File: src/rtl/svi_rr_arbiter.sv
// rtl/svi_rr_arbiter.sv - round-robin arbiter with registered one-hot grant and burst cap
module svi_rr_arbiter #(
  parameter int SIZE      = 8,
  parameter int MAX_BURST = 4,
  localparam int IDX_W    = (SIZE > 1) ? $clog2(SIZE) : 1
) (
  input  logic             i_clk,
  input  logic             i_arst_n,
  input  logic [SIZE-1:0]  i_req,
  output logic [SIZE-1:0]  o_gnt,
  output logic             o_gnt_valid,
  output logic [IDX_W-1:0] o_gnt_idx,
  output logic [7:0]       o_burst_cnt
);

  localparam logic [0:0] ST_IDLE  = 1'b0;
  localparam logic [0:0] ST_GRANT = 1'b1;
  localparam logic [7:0] BURST_CAP = 8'(MAX_BURST);

  logic [0:0]       state, n_state;
  logic [IDX_W-1:0] ptr, n_ptr;
  logic [IDX_W-1:0] n_idx;
  logic [7:0]       n_cnt;
  logic [SIZE-1:0]  n_gnt;
  logic [SIZE-1:0]  others;
  logic [IDX_W-1:0] owner_next;
  logic             owner_req;
  logic             cap_hit;
  logic [7:0]       cnt_inc;

  function automatic logic [IDX_W-1:0] inc_idx(input logic [IDX_W-1:0] i);
    return (i == IDX_W'(SIZE - 1)) ? '0 : i + 1'b1;
  endfunction

  // Scan descending distance so the smallest distance from start is written last.
  function automatic logic [IDX_W-1:0] rr_pick(input logic [SIZE-1:0] vec,
                                               input logic [IDX_W-1:0] start);
    logic [IDX_W-1:0] pick;
    int j;
    pick = '0;
    for (int i = SIZE - 1; i >= 0; i--) begin
      j = int'(start) + i;
      if (j >= SIZE) j = j - SIZE;
      if (vec[j[IDX_W-1:0]]) pick = j[IDX_W-1:0];
    end
    return pick;
  endfunction

  always_comb begin
    owner_req  = i_req[o_gnt_idx];
    others     = i_req & ~o_gnt;
    owner_next = inc_idx(o_gnt_idx);
    cap_hit    = (MAX_BURST != 0) && (o_burst_cnt >= BURST_CAP);
    cnt_inc    = (o_burst_cnt == 8'hFF) ? o_burst_cnt : o_burst_cnt + 8'd1;

    n_state = state;
    n_ptr   = ptr;
    n_idx   = o_gnt_idx;
    n_cnt   = o_burst_cnt;

    case (state)
      ST_IDLE: begin
        if (|i_req) begin
          n_state = ST_GRANT;
          n_idx   = rr_pick(i_req, ptr);
          n_cnt   = 8'd1;
        end
      end
      ST_GRANT: begin
        if (!owner_req || (cap_hit && |others)) begin
          // Release and forced rotation hand over at the same edge, no bubble.
          n_ptr = owner_next;
          if (|others) begin
            n_idx = rr_pick(others, owner_next);
            n_cnt = 8'd1;
          end else begin
            n_state = ST_IDLE;
            n_idx   = '0;
            n_cnt   = 8'd0;
          end
        end else if (!(|others)) begin
          n_cnt = cap_hit ? o_burst_cnt : cnt_inc;
        end else begin
          n_cnt = cnt_inc;
        end
      end
      default: begin
        n_state = ST_IDLE;
        n_idx   = '0;
        n_cnt   = 8'd0;
      end
    endcase

    n_gnt = (n_state == ST_GRANT) ? (SIZE'(1) << n_idx) : '0;
  end

  always_ff @(posedge i_clk or negedge i_arst_n) begin
    if (!i_arst_n) begin
      state       <= ST_IDLE;
      ptr         <= '0;
      o_gnt       <= '0;
      o_gnt_valid <= 1'b0;
      o_gnt_idx   <= '0;
      o_burst_cnt <= 8'd0;
    end else begin
      state       <= n_state;
      ptr         <= n_ptr;
      o_gnt       <= n_gnt;
      o_gnt_valid <= (n_state == ST_GRANT);
      o_gnt_idx   <= n_idx;
      o_burst_cnt <= n_cnt;
    end
  end

endmodule

File: config.mk
export PLATFORM = sky130hd
export DESIGN_NAME = svi_rr_arbiter
export DESIGN_NICKNAME = d
export VERILOG_FILES = /design/src/rtl/svi_rr_arbiter.sv
export SDC_FILE = /design/constraint.sdc
export NUM_CORES = 1
export LEC_CHECK = 0
export ABC_AREA = 0
export BUFFER_PORTS_ARGS = -buffer_cell sky130_fd_sc_hd__buf_2
export CAP_MARGIN = 20
export CORE_MARGIN = 2
export CORE_UTILIZATION = 60
export DETAILED_ROUTE_END_ITERATION = 7
export PLACE_DENSITY = 0.91
export SETUP_SLACK_MARGIN = 0.1
export SYNTH_ARGS = -nofsm -noshare
export SYNTH_HDL_FRONTEND = slang
export SYNTH_SLANG_ARGS = --single-unit
export TNS_END_PERCENT = 50
File: constraint.sdc
create_clock -name i_clk -period 4.1 [get_ports i_clk]
set_clock_uncertainty 0.05 [all_clocks]
set_input_delay 0.82 -clock i_clk [delete_from_list [all_inputs] [get_ports i_clk]]
set_output_delay 0.82 -clock i_clk [all_outputs]
set_load 0.01 [all_outputs]
==> reports/results.txt <==
status: finished clean
post-detail-place hpwl: 5860 um
Final TNS setup: 0 ps
Critical Path Fanout Max: 13
Via density: 7.20
maxcap violations: 0
clock sink count: 23
layout cells sized above 1: 23.6%
clock latency on the worst-skew pair: 260 ps
Tmin final: 3740 ps
unrepaired setup endpoints after global routing: false
Main synth FF type: dfrtp_1
DRC: 0
largest net degree at the start of global routing: 26
DRT antenna net count: 0
final WL: 7800 um
min-delay worst type: in -> async
initial antenna violation count: 0
Core Area: 4440 sq um
gpl congestion: 1.08
Pre-antenna DRT Iters: 5
synthesized instance count: 308
clk root buf: clkbuf_8
Post-synth top cells: mux2i_1 (26), dfrtp_1 (23), nor2_1 (20)
Synth Area per Inst: 9.18 sq um
synthesized cell area: 2830 sq um
Startpoint Class: flop
wire per inst: 20.4 um
Synth Net Count: 325
clk slew on worst S/H paths: 80 ps
largest area contributor in the netlist: dfrtp_1
post-cts resize count: 0
row cnt: 24
port buffer count: 29
CP Data Required Time: 4200 ps
most frequent cell after synthesis: mux2i_1
hold_buf cts: 0
Vias: 2757
Post-CTS Setup Bufs: 0
htree depth: 1
#FFs+latches synth: 23
Slew Limit Fails: 0
vias in the first global route: 2540
crit end category: flop
Netlist cell types: 66
Max Clk Rate: 268 MHz
crit-path cells: ha_1 > ha_1 > nor2_8 > inv_4 > ha_1 > xor2_2 > mux4_2 > a21oi_1 > nor3b_1 > or4_1 > a31o_1 > and3b_1
register area share after synthesis: 20.4%
GRT Total Usage: 30.9%
fin crit share: 91.2%
CTS tree: done
ant diodes: 0
clk buf depth: 2
initial core utilization: 63.6%
Area Overhead vs Synth: 7.30%
Slowest-stage cell, CP: mux4_2
Final nets: 349
Die Y: 72.7 um
WP data arrival: 3840 ps
WS Path Type: reg -> reg
Synth top area share: 20.4%
first-pass GRT wire length: 12800 um
most used cell, CP: ha_1
Crit path largest cell delay: 550 ps
DIE AREA: 5280 sq um
total clock buffers created by CTS: 3
top area cells in the synthesized netlist: dfrtp_1 (20%), mux4_2 (11%), mux2i_1 (9.2%)
grt ovf: 0
Die X: 72.7 um
drt first-iter violations: 437
asr flop ratio synth: 100%
actual slew at the worst max-slew pin: 877 ps
final setup fails: 0
Hold Vio Cnt, Final: 0
IO Pins: 30
Slew HR: 41.5%
Post-synth EDFFs: 0
Yosys Warn Count: 0
logic make-up (layout without fill, tap and decap cells):
| kind of cell | count (synthesis) | in the layout | share of synthesized area, % |
|---|---|---|---|
| buffers and inverters | 28 | 51 | 5.71 |
| muxes | 51 | 51 | 25.4 |
| and+or+nand+nor | 105 | 105 | 21.5 |
| adders and majority gates | 7 | 7 | 3.10 |
| DFF | 23 | 23 | 20.4 |
| AOI/OAI and AO/OA | 86 | 86 | 21.4 |
| xor gates and xnor gates | 8 | 8 | 2.48 |
sequential cells by signal (all words and copies together) (netlist names):
signal       flops
o_burst_cnt      8
o_gnt_idx        3
o_gnt            8
ptr              3
state            1
metrics by stage:
stage | util (%) | area [sq um] | hold slack (ps) | setup slack, ps | std cells
6_report | 68.3 | 3030 | 458 | 363 | 383
5_1_grt | 68.3 | 3030 | 489 | 180 | 383
4_1_cts | 68.1 | 3030 | 469 | 315 | 383
3_5_place_dp | 67.1 | 2980 | 468 | 328 | 379
3_3_place_gp | 67.1 | 2980 | 462 | 421 | 379
2_1_floorplan | - | 2830 | 474 | 370 | 308
worst max-delay path: cells and delay by family (launching register included):
kind,cells,cell delay [ps]
buffers and inverters,1,130
adders and majority gates,3,750
and+or+nand+nor,4,1010
muxes,1,550
xor gates and xnor gates,1,250
AOI/OAI and AO/OA,2,500
DFF,1,380
per-layer routing:
metal	part of all wire, %	global-route usage [%]	vias up
met3	8.9	2.90	20
li1	-	-	1243
met5	0	0	-
met4	2.4	8.64	0
met2	48	50.2	172
met1	41	44.3	1322
worst paths after layout:
kind | startpoint | to | slack (ps) | depth (start not counted)
setup / recovery | o_gnt_idx[0]$_DFF_PN0_ | o_gnt[7]$_DFF_PN0_ | 360 | 12
hold / removal | i_arst_n | o_burst_cnt[6]$_DFFE_PN0P_ | 460 | 1
setup reg to reg | o_gnt_idx[0]$_DFF_PN0_ | o_gnt[7]$_DFF_PN0_ | 360 | 12
hold reg to reg | o_burst_cnt[6]$_DFFE_PN0P_ | o_burst_cnt[6]$_DFFE_PN0P_ | 500 | 1
max in group asynchronous | i_arst_n | o_gnt[6]$_DFF_PN0_ | 3210 | 1
min in group i_clk | o_burst_cnt[6]$_DFFE_PN0P_ | o_burst_cnt[6]$_DFFE_PN0P_ | 500 | 1
area by class of cell:
| type | instances | area (sq um) |
|---|---|---|
| clock buffer | 3 | 41.3 |
| clock inverter | 1 | 5.00 |
| fill | 380 | 1410 |
| inverter | 9 | 36.3 |
| multi-input combinational | 257 | 2100 |
| sequential | 23 | 576 |
| tap | 52 | 65.1 |
| timing repair buffer | 38 | 213 |
placed cells by master (no fill, tap or decap), drive strengths merged, types with 3 or more instances in the layout:
cell / instances
o21a: 4
dfrtp: 23
nand2: 19
a22oi: 7
nor2b: 9
nand2b: 13
mux2i: 26
inv: 8
a21oi: 17
nand3: 5
o211ai: 6
xor2: 4
xnor2: 4
or4: 3
nor3b: 7
a211oi: 4
nor3: 3
mux4: 15
a31oi: 6
buf: 38
o21ai: 16
and3: 7
clkbuf: 3
nor4: 4
mux2: 10
ha: 7
nor2: 21
Power is left out: the tool's default activity adds up to more than one toggle a clock period on the data nets, which glitch-free logic cannot reach.
